### config.mk
export PLATFORM = sky130hd
export DESIGN_NAME = digest_target_check
export DESIGN_NICKNAME = d
export VERILOG_FILES = /design/src/rtl/digest_target_check.sv
export SDC_FILE = /design/constraint.sdc
export NUM_CORES = 1
export LEC_CHECK = 0
export ABC_CLOCK_PERIOD_IN_PS = 24800
export BUFFER_PORTS_ARGS = -buffer_cell sky130_fd_sc_hd__buf_2
export CAP_MARGIN = 30
export CORE_AREA = 2 2 246 248
export CTS_CLUSTER_SIZE = 25
export DETAILED_ROUTE_END_ITERATION = 8
export DIE_AREA = 0 0 248 250
export GPL_ROUTABILITY_DRIVEN = 0
export SYNTH_ARGS = -nofsm -noshare
export SYNTH_HDL_FRONTEND = slang
export SYNTH_SLANG_ARGS = --single-unit
### constraint.sdc
create_clock -name clk -period 24.8 [get_ports clk]
set_input_delay 2.48 -clock clk [delete_from_list [all_inputs] [get_ports clk]]
set_output_delay 2.48 -clock clk [all_outputs]
set_load 0.02 [all_outputs]
### src/rtl/digest_target_check.sv
`default_nettype none
// ============================================================================
// digest_target_check: polls sha256 STATUS, reads DIGEST0..7, compares the hash to a target.
// Rev 1.0
// ============================================================================
module digest_target_check #(
   parameter int BYTE_SWAP    = 1,
   parameter int POLL_TIMEOUT = 1024
) (
   input  logic         clk,
   input  logic         rst,
   input  logic         start,
   input  logic [31:0]  nonce_i,
   input  logic [255:0] target_i,
   output logic         sha_cs,
   output logic         sha_we,
   output logic [7:0]   sha_address,
   input  logic [31:0]  sha_read_data,
   output logic         busy,
   output logic         done,
   output logic         hit,
   output logic         timeout,
   output logic [31:0]  hit_nonce,
   output logic [255:0] digest_o
);

   localparam int            PW            = (POLL_TIMEOUT > 1) ? $clog2(POLL_TIMEOUT) : 1;
   localparam logic [PW-1:0] C_POLL_LAST   = PW'(POLL_TIMEOUT - 1);
   localparam logic [7:0]    C_ADDR_STATUS = 8'h09;
   localparam logic [4:0]    C_DIGEST_BASE = 5'b00100;

   typedef enum logic [2:0] {
      S_IDLE     = 3'd0,
      S_POLL_REQ = 3'd1,
      S_POLL_CHK = 3'd2,
      S_RD_REQ   = 3'd3,
      S_RD_CAP   = 3'd4,
      S_DONE     = 3'd5
   } state_t;

   typedef enum logic [1:0] {
      CMP_EQ = 2'd0,
      CMP_LT = 2'd1,
      CMP_GT = 2'd2
   } cmp_t;

   state_t         r_state;
   cmp_t           r_cmp;
   logic [PW-1:0]  r_poll_cnt;
   logic [2:0]     r_idx;
   logic [31:0]    r_nonce;
   logic [255:0]   r_hash;
   logic           r_cs;
   logic [7:0]     r_addr;
   logic           r_busy;
   logic           r_done;
   logic           r_hit;
   logic           r_timeout;
   logic [31:0]    r_hit_nonce;
   logic [255:0]   r_digest;

   logic [31:0]    w_word;
   logic [255:0]   w_tgt_shift;
   logic [31:0]    w_tgt_word;
   logic [2:0]     w_idx_inc;
   logic           w_status_valid;
   cmp_t           w_cmp_nxt;

   // Bitcoin order walks the digest words backwards so the hash is built MS word first.
   function automatic logic [7:0] digest_addr(input logic [2:0] idx);
      return (BYTE_SWAP != 0) ? {C_DIGEST_BASE, ~idx} : {C_DIGEST_BASE, idx};
   endfunction

   generate
      if (BYTE_SWAP != 0) begin : g_swap
         assign w_word = {sha_read_data[7:0], sha_read_data[15:8],
                          sha_read_data[23:16], sha_read_data[31:24]};
      end else begin : g_noswap
         assign w_word = sha_read_data;
      end
   endgenerate

   assign w_tgt_shift    = target_i << {r_idx, 5'd0};
   assign w_tgt_word     = w_tgt_shift[255:224];
   assign w_idx_inc      = r_idx + 3'd1;
   assign w_status_valid = sha_read_data[1];

   // Magnitude is decided by the first unequal word, most significant first.
   always_comb begin
      w_cmp_nxt = r_cmp;
      if (r_cmp == CMP_EQ) begin
         if (w_word < w_tgt_word) begin
            w_cmp_nxt = CMP_LT;
         end else if (w_word > w_tgt_word) begin
            w_cmp_nxt = CMP_GT;
         end
      end
   end

   always_ff @(posedge clk or posedge rst) begin
      if (rst) begin
         r_state     <= S_IDLE;
         r_cmp       <= CMP_EQ;
         r_poll_cnt  <= '0;
         r_idx       <= '0;
         r_nonce     <= '0;
         r_hash      <= '0;
         r_cs        <= 1'b0;
         r_addr      <= '0;
         r_busy      <= 1'b0;
         r_done      <= 1'b0;
         r_hit       <= 1'b0;
         r_timeout   <= 1'b0;
         r_hit_nonce <= '0;
         r_digest    <= '0;
      end else begin
         r_done <= 1'b0;
         case (r_state)
            S_IDLE: begin
               if (start) begin
                  r_nonce    <= nonce_i;
                  r_hit      <= 1'b0;
                  r_timeout  <= 1'b0;
                  r_poll_cnt <= '0;
                  r_idx      <= '0;
                  r_cmp      <= CMP_EQ;
                  r_hash     <= '0;
                  r_busy     <= 1'b1;
                  r_cs       <= 1'b1;
                  r_addr     <= C_ADDR_STATUS;
                  r_state    <= S_POLL_REQ;
               end
            end
            S_POLL_REQ: begin
               r_state <= S_POLL_CHK;
            end
            S_POLL_CHK: begin
               if (w_status_valid) begin
                  r_addr  <= digest_addr(r_idx);
                  r_state <= S_RD_REQ;
               end else if (r_poll_cnt == C_POLL_LAST) begin
                  r_cs        <= 1'b0;
                  r_timeout   <= 1'b1;
                  r_hit       <= 1'b0;
                  r_done      <= 1'b1;
                  r_digest    <= '0;
                  r_hit_nonce <= r_nonce;
                  r_state     <= S_DONE;
               end else begin
                  r_poll_cnt <= r_poll_cnt + 1'b1;
                  r_state    <= S_POLL_REQ;
               end
            end
            S_RD_REQ: begin
               r_state <= S_RD_CAP;
            end
            S_RD_CAP: begin
               r_hash <= {r_hash[223:0], w_word};
               r_cmp  <= w_cmp_nxt;
               if (r_idx == 3'd7) begin
                  r_cs        <= 1'b0;
                  r_done      <= 1'b1;
                  r_hit       <= (w_cmp_nxt != CMP_GT) && !r_timeout;
                  r_digest    <= {r_hash[223:0], w_word};
                  r_hit_nonce <= r_nonce;
                  r_state     <= S_DONE;
               end else begin
                  r_idx   <= w_idx_inc;
                  r_addr  <= digest_addr(w_idx_inc);
                  r_state <= S_RD_REQ;
               end
            end
            S_DONE: begin
               r_busy  <= 1'b0;
               r_state <= S_IDLE;
            end
            default: begin
               r_cs    <= 1'b0;
               r_busy  <= 1'b0;
               r_state <= S_IDLE;
            end
         endcase
      end
   end

   assign sha_cs      = r_cs;
   assign sha_we      = 1'b0;
   assign sha_address = r_addr;
   assign busy        = r_busy;
   assign done        = r_done;
   assign hit         = r_hit;
   assign timeout     = r_timeout;
   assign hit_nonce   = r_hit_nonce;
   assign digest_o    = r_digest;

endmodule
`default_nettype wire

-- Word-level counts from Yosys, hierarchy flattened
Cells that the tools add are included.
- shift-type cells: 1
- $add $sub $neg: 2
- muxes and demuxes: 47
- equal/unequal tests: 15
- $lt $le $gt $ge: 2
- bitwise gates (word level): 4
- reduce and logical (&&, ||, !) cells: 20
- operators with widths (operator ; number):
    $mux W256 ; 3
    $pmux W256 S2 ; 1
    $pmux W224 S2 ; 1
    $shl A256 B8 Y256 ; 1
    $mux W224 ; 1
    $mux W32 ; 3
    $pmux W32 S2 ; 1
    $gt A32 B32 Y1 ; 1
    $lt A32 B32 Y1 ; 1
    $mux W10 ; 3
    $mux W8 ; 3
    $pmux W8 S3 ; 1
    $pmux W10 S2 ; 1
    $mux W3 ; 6
    $ne A2 B2 Y1 const B ; 8
    $reduce_and A4 Y1 ; 4
    $pmux W3 S5 ; 1
    $mux W1 ; 11
    $add A10 B1 Y10 const B ; 1
    $eq A10 B10 Y1 const B ; 1
    $reduce_and A5 Y1 ; 2
    $eq A3 B3 Y1 const B ; 3
    $mux W2 ; 4
    $eq A3 B2 Y1 const B ; 2
    other kinds (19) ; 27
- flip-flop bits (word level): 575
- output and inout port bits: 302
- input bits: 323

-- Longest topological paths before layout
Gate-level depths: netlist of run 1.
- word-level depth: 9
- gate-level depth with buffers: 12
- mapped depth without buffers: 9

-- Worst setup path before layout of run 1
Ideal clock, no wire load.
- kind: input -> register
- start: input port target_i[14]
- end: register r_cmp[1]
- stages on the path: 9
- path buffers: 0
- setup time: 0.122 ns
- slack: 20.179 ns
- arrival: 4.500 ns
- data required time: 24.678 ns
- cells stage by stage: mux4_2 mux2i_1 ha_1 a21oi_1 nand2_1 a221o_1 o31ai_1 a21oi_1 a32o_1
- longest elaborated chain between the ends: 6
- elaborated cells between the ends (all ways): 7
- RTL lines (element ; line ; text):
    from (decl) ; 14 ; input logic [255:0] target_i,
    $shl A256 B8 Y256 * ; 83 ; assign w_tgt_shift = target_i << {r_idx, 5'd0};
    $gt A32 B32 Y1 ; 94 ; end else if (w_word > w_tgt_word) begin
    $mux W2 ; 94 ;
    $mux W2 * ; 92 ; if (w_word < w_tgt_word) begin
    $mux W2 * ; 91 ; if (r_cmp == CMP_EQ) begin
    $pmux W2 S2 * ; 118 ; case (r_state)
    to (signal assigned) ; 159 ; r_cmp <= w_cmp_nxt;
    to (decl) ; 48 ; cmp_t r_cmp;
Mark *: on every way between the ends. The rest lies on a longest branch, timed or not.
A chain may end at the register's enable or synchronous reset.

-- Worst setup path in the final report of run 1
- start: input port sha_read_data[1]
- end: register r_digest[232] (netlist: digest_o[232])
- longest elaborated chain between the ends: 2
- RTL lines (element ; line ; text):
    from (decl) ; 18 ; input logic [31:0] sha_read_data,
    $ne A2 B2 Y1 (no source line) ; n/a ;
    $reduce_and A4 Y1 (no source line) ; n/a ;
    to (signal assigned) ; 164 ; r_digest <= {r_hash[223:0], w_word};
    to (decl) ; 60 ; logic [255:0] r_digest;
Every way passes these cells.

==> impl_metrics.py, run 1 <==
metrics = {
    "route": {
        "final_antenna_net_count": 0,
        "wl_met3_mm": 5.16,
        "vias_per_cell": 5.65,
        "maxUsedRoutingLayer": "met5",
        "wl_met1_mm": 32.4,
        "routedWlPerCell_um": 25.4,
        "drtIter0Drc": 1467,
        "vias": 17566,
        "dr.pass1.iters": 5,
        "wl_met2_mm": 37.0,
        "drc": 0,
        "drt_wl_total_mm": 79.0,
    },
    "setup_path": {
        "crit_end": "digest_o[232]",
        "end_kind": "flop",
        "critPathLaunchType": "primary input",
        "reg2reg_to": "hit",
        "worst-path-max-fanout": 72,
        "crit_chain": "buf_2 > nand3b_1 > a21oi_4 > nor2_4 > buf_4 > buf_4 > a22o_1",
        "path_class": "primary input to flop",
        "reg2reg_depth": 10,
        "reg2reg_from": "r_idx[0]",
        "cp.required_ns": 25.35,
        "reg2reg_slack_ns": 20.30,
        "slowest_stage": "buf_4",
        "cp-startpoint": "sha_read_data[1]",
        "slowest_delay_ns": 0.74,
        "crit_top_cell": "buf_4",
        "worstPathArrival_ns": 5.40,
    },
    "synthesis": {
        "yosys.area.top_type": "dfrtp_1",
        "postSynthAreaPerCell_um2": 13.7,
        "async_flop_share_pct": 100,
        "synthTopCellsByArea": "dfrtp_1 62%, a22o_1 18%, mux4_2 6.2%, nand2_1 3.6%, ha_1 1.9%",
        "yosys_warnings": 0,
        "synth_cells": 1689,
        "synthTopCellsByCount": "572 x dfrtp_1, 479 x a22o_1, 224 x nand2_1",
        "ys_types": 51,
        "ys_seq_elements": 572,
        "synth_ff_type": "dfrtp_1",
        "yosys.area.top_type_share_pct": 62.0,
        "syn-cell-area_um2": 23100,
        "synth_enable_flop_cells": 0,
        "synth.most_common_cell": "dfrtp_1",
        "seq_area_frac_synth_pct": 62.0,
    },
    "placement": {
        "io_buffers": 620,
        "post_dp_cell_area_um2": 26700,
        "hpwl_mm": 57.0,
        "pre_cts_slack_ns": 19.24,
    },
    "pwr": {
        "p_comb_share_pct": 34.7,
        "cell_internal_pwr_mw": 2.17,
        "switching_power_mw": 1.35,
        "leakage_nw": 15.0,
        "power_density_nw_per_um2": 122,
        "p_seq_share_pct": 39.3,
        "vdd_ir_drop_max_mv": 0.103,
        "p_clk_share_pct": 26.0,
        "p_sw_share_pct": 38.5,
    },
    "cts": {
        "ctsResizeCount": 0,
        "cts_setup_buffers": 0,
        "root_buffer": "clkbuf_16",
        "hold_buffers": 0,
        "htree_num_levels": 2,
        "numCtsBuffers": 58,
        "cts_tree": "built",
        "clk_latency_ns": 0.63,
        "clock_path_buffers": 3,
        "clkSlewWorstSetupHoldPaths_ns": 0.06,
        "cts_sinks": 572,
    },
    "timing": {
        "fin_crit_ns": 4.85,
        "whs_ns": 0.468,
        "worst_pin_slew_ns": 1.17,
        "fin_crit_sh_pct": 19.6,
        "slew_headroom_pct": 22.0,
        "finalHoldViolCount": 0,
        "rsz0062_at_grt": "false",
        "report.final.slew_viol_count": 0,
        "fin_worst_skew_ns": 0.0224,
        "setup_tns_ns": 0,
        "fin_ws_ns": 19.95,
        "setup_violations": 0,
        "max_freq_mhz": 206,
    },
    "cells_and_area": {
        "final_area_um2": 28900,
        "synthToLayoutAreaGrowth_pct": 25.4,
        "drive_gt1_share_pct": 36.0,
        "layout.nets": 2607,
    },
    "die": {
        "rows": 90,
        "ioPinCount": 625,
        "fp.dieW_um": 248,
        "dieHeight_um": 250,
        "design.die.area_um2": 62000,
        "core_area_um2": 59600,
        "start_util_pct": 38.7,
    },
    "global_routing": {
        "antenna_found_initial": 47,
        "grt_pass1_vias": 16871,
        "grt_pass1_wl_mm": 115,
        "grt.total_usage_pct": 25.0,
        "grt_start_max_net_pins": 203,
        "grt_overflow": 0,
    },
    "run": {
        "drv_cap": 0,
    },
    "status": {
        "status": "complete, no violations",
    },
    "worst_hold_path": {
        "hold_class": "flop to flop",
    },
}
metal layers:
| layer | track usage, % | vias up |
|---|---|---|
| li1 | - | 7588 |
| met2 | 38.1 | 791 |
| met4 | 14.1 | 12 |
| met3 | 4.79 | 181 |
| met5 | 0 | - |
| met1 | 33.6 | 8994 |
cell families after synthesis:
group / after synthesis / share of synthesized area (%)
DFF: 572 / 62.0
AOI/OAI and AO/OA: 540 / 19.9
and+or+nand+nor: 284 / 5.14
buffers and inverters: 155 / 3.16
muxes: 97 / 7.68
adders and majority gates: 35 / 1.90
xor gates and xnor gates: 5 / 0.190
other: 1 / 0.0163
registers in the layout (all words and copies together), names as in the netlist:
name,count
hit,1
r_state,3
r_cmp,2
r_poll_cnt,10
busy,1
r_hash,224
sha_cs,1
done,1
hit_nonce,32
r_nonce,32
timeout,1
digest_o,256
sha_address,5
r_idx,3
cell usage in the layout, fill, tap and decap left out, drive strengths merged, types with 4 or more instances in the layout:
cell / n
a21o: 4
a21oi: 22
a22o: 479
buf: 644
bufinv: 7
clkbuf: 77
clkinv: 17
conb: 4
dfrtp: 572
diode: 29
ha: 35
inv: 12
mux2i: 32
mux4: 64
nand2: 224
nand3: 9
nand4: 9
nor2: 21
o21ai: 22
or3: 4
xnor2: 4
critical path: cells and delay by family:
family / cells / cell delay (ns)
buffers and inverters: 3 / 1.64
AND/OR/NAND/NOR: 2 / 0.78
AO/OA/AOI/OAI: 2 / 0.34
power groups by stage:
stage / sequential [mW] / clock (mW) / combinational, mW
CTS: 1.38 / 0.936 / 1.22
detailed placement: 1.39 / 0 / 1.22
global route: 1.41 / 0.973 / 1.32
finish: 1.38 / 0.915 / 1.22
floorplan: 1.44 / 0 / 0.742
global placement: 1.39 / 0 / 1.19
layout make-up:
cell class                 count  area (µm²)
fill                        5255       30600
clock buffer                  77        1630
tap                          782         978
inverter                       8        37.5
timing repair buffer         644        3460
antenna                       29        72.6
multi-input combinational    965        8060
clock inverter                30         382
sequential                   572       14300
per-stage QoR:
stage	total power, mW	std cells	utilization, %
5_1_grt	3.71	3101	48.6
6_report	3.52	3107	48.6
2_1_floorplan	2.18	1692	-
4_1_cts	3.53	3073	48.2
3_3_place_gp	2.57	2964	44.8
3_5_place_dp	2.61	2966	44.8
worst min path at each step:
stage                          to   startpoint  cells past startpoint  slack (ns)
global route        hit_nonce[28]  r_nonce[28]                      2        0.48
detailed placement  hit_nonce[27]  r_nonce[27]                      2        0.45
floorplan           hit_nonce[28]  r_nonce[28]                      2        0.44
global placement    hit_nonce[11]  r_nonce[11]                      2        0.45
finish              hit_nonce[29]  r_nonce[29]                      2        0.47
CTS                  hit_nonce[0]   r_nonce[0]                      2        0.47
Power figures use the tool's default switching activity.
==> run 2, diff against run 1 <==
ABC_CLOCK_PERIOD_IN_PS = 4730   (was 24800)
clock period = 4.73 ns   (was 24.8 ns; I/O delays follow)
==> impl_metrics.py, run 2 (synthesized netlist as in run 1, its figures left out) <==
metrics = {
    "status": {
        "status": "complete, no violations",
    },
    "timing": {
        "fin_crit_ns": 3.78,
        "max_freq_mhz": 265,
        "rsz0062_at_grt": "false",
        "setup_violations": 0,
        "fin_ws_ns": 0.949,
        "fin_worst_skew_ns": 0.0471,
        "whs_ns": 0.0312,
        "report.final.slew_viol_count": 0,
        "worst_pin_slew_ns": 0.954,
        "slew_headroom_pct": 36.4,
        "fin_crit_sh_pct": 79.9,
        "finalHoldViolCount": 0,
    },
    "global_routing": {
        "grt.total_usage_pct": 26.3,
        "grt_overflow": 0,
        "antenna_found_initial": 49,
        "grt_pass1_vias": 17692,
        "grt_pass1_wl_mm": 120,
        "grt_start_max_net_pins": 140,
    },
    "pwr": {
        "leakage_nw": 15.1,
        "power_density_nw_per_um2": 637,
        "vdd_ir_drop_max_mv": 0.527,
    },
    "setup_path": {
        "reg2reg_slack_ns": 0.95,
        "cp.required_ns": 5.22,
        "end_kind": "flop",
        "slowest_stage": "dfrtp_4",
        "crit_chain": "mux4_2 > mux2i_1 > ha_1 > nand4_1 > nor4_1 > a21boi_0 > o31ai_1 > a211oi_1 > o21ai_0",
        "worst-path-stages": 9,
        "critPathLaunchType": "flop",
        "worst_path_dominant_cell_family": "flip-flops",
        "path_class": "flop to flop",
        "worstPathArrival_ns": 4.28,
        "slowest_delay_ns": 1.02,
        "worst-path-max-fanout": 48,
        "reg2reg_depth": 9,
        "cp.buffers_inverters": 0,
    },
    "cts": {
        "clk_latency_ns": 0.64,
        "cts_sinks": 572,
        "cts_tree": "built",
        "ctsResizeCount": 0,
        "htree_num_levels": 2,
        "clock_path_buffers": 3,
        "clkSlewWorstSetupHoldPaths_ns": 0.06,
        "root_buffer": "clkbuf_16",
        "numCtsBuffers": 59,
        "cts_setup_buffers": 0,
    },
    "placement": {
        "hpwl_mm": 60.4,
        "pre_cts_slack_ns": 0.967,
        "io_buffers": 620,
    },
    "route": {
        "routedWlPerCell_um": 26.4,
        "drt_wl_total_mm": 82.3,
        "vias": 17670,
        "vias_per_cell": 5.66,
        "dr.pass1.iters": 5,
        "drc": 0,
        "final_antenna_net_count": 0,
        "drtIter0Drc": 1394,
    },
    "cells_and_area": {
        "synthToLayoutAreaGrowth_pct": 26.0,
        "drive_gt1_share_pct": 36.3,
        "layout.nets": 2613,
        "final_cell_mix": "620 x buf_2, 569 x dfrtp_1, 479 x a22o_1",
        "mostFrequentLayoutCell": "buf_2",
        "largest_reg_flops": 256,
    },
    "worst_hold_path": {
        "hold_depth": 3,
        "hold_class": "primary input to flop",
    },
    "die": {
        "fp.dieW_um": 248,
        "design.die.area_um2": 62000,
        "dieHeight_um": 250,
        "rows": 90,
        "core_area_um2": 59600,
        "start_util_pct": 38.7,
        "ioPinCount": 625,
    },
    "run": {
        "drv_cap": 0,
    },
}
-- run 2: cell count changes in the layout (fill, tap and decap cells not counted), sizes merged, moves of 2 or more --
cell | previous run | this run
dlygate4sd3 | 0 | 2
inv | 12 | 8
clkinv | 17 | 21
clkbuf | 77 | 81
diode | 29 | 35
buf | 644 | 647
-- run 2: where the power goes --
group | internal (mW) | switching [mW] | total (mW) | leakage, nW
clock | 2.91 | 2.04 | 4.95 | 1.05
sequential | 6.10 | 1.18 | 7.28 | 7.80
combinational | 2.40 | 3.89 | 6.28 | 6.23
total | 11.4 | 7.11 | 18.5 | 15.1
-- run 2: final cells by class --
type | count | area, µm²
flip-flops and latches | 572 | 14300
fillers | 5328 | 30500
well taps | 782 | 978
inverters | 8 | 33.8
clock buffers | 81 | 1730
multi-input cells | 965 | 8060
clock inverters | 30 | 402
repair buffers | 649 | 3460
diodes | 35 | 87.6
-- run 2: metrics by stage --
stage | cell area, µm² | std cells | utilization, % | total power [mW] | setup TNS (ns)
global placement | 26800 | 2974 | 45.0 | 13.5 | 0
finish | 29100 | 3122 | 48.8 | 18.5 | 0
detailed placement | 26800 | 2974 | 45.0 | 13.6 | 0
floorplan | 23100 | 1692 | - | 11.4 | -2021.78
global route | 29100 | 3118 | 48.8 | 19.5 | 0
CTS | 29000 | 3087 | 48.7 | 18.6 | 0
-- run 2: path summary, 6_finish.rpt --
| path | from | to |
|---|---|---|
| hold / removal | nonce_i[21] | r_nonce[21] |
| min in group asynchronous | rst | digest_o[234] |
| hold reg to reg | r_nonce[14] | hit_nonce[14] |
| max in group asynchronous | rst | done |
| setup reg to reg | r_idx[0] | hit |
| setup / recovery | r_idx[0] | hit |
-- run 2: worst reg2reg max path: stages, from the launching register on --
cell,delay [ns]
dfrtp_4,1.02
mux4_2,0.69
mux2i_1,0.18
ha_1,0.19
nand4_1,0.16
nor4_1,0.66
a21boi_0,0.25
o31ai_1,0.13
a211oi_1,0.26
o21ai_0,0.12
-- run 2: repair_timing --
| item | in CTS | in global routing |
|---|---|---|
| endpoints found under the hold margin | 29 | 0 |
| setup endpoints to repair | 0 | 0 |
| hold buffers | 2 | 0 |
-- run 2: metal layers --
layer	routed length, µm	track usage [%]
met4	6100	16.9
met5	64	0
met2	38300	40.1
met1	32500	34.3
met3	5300	4.98
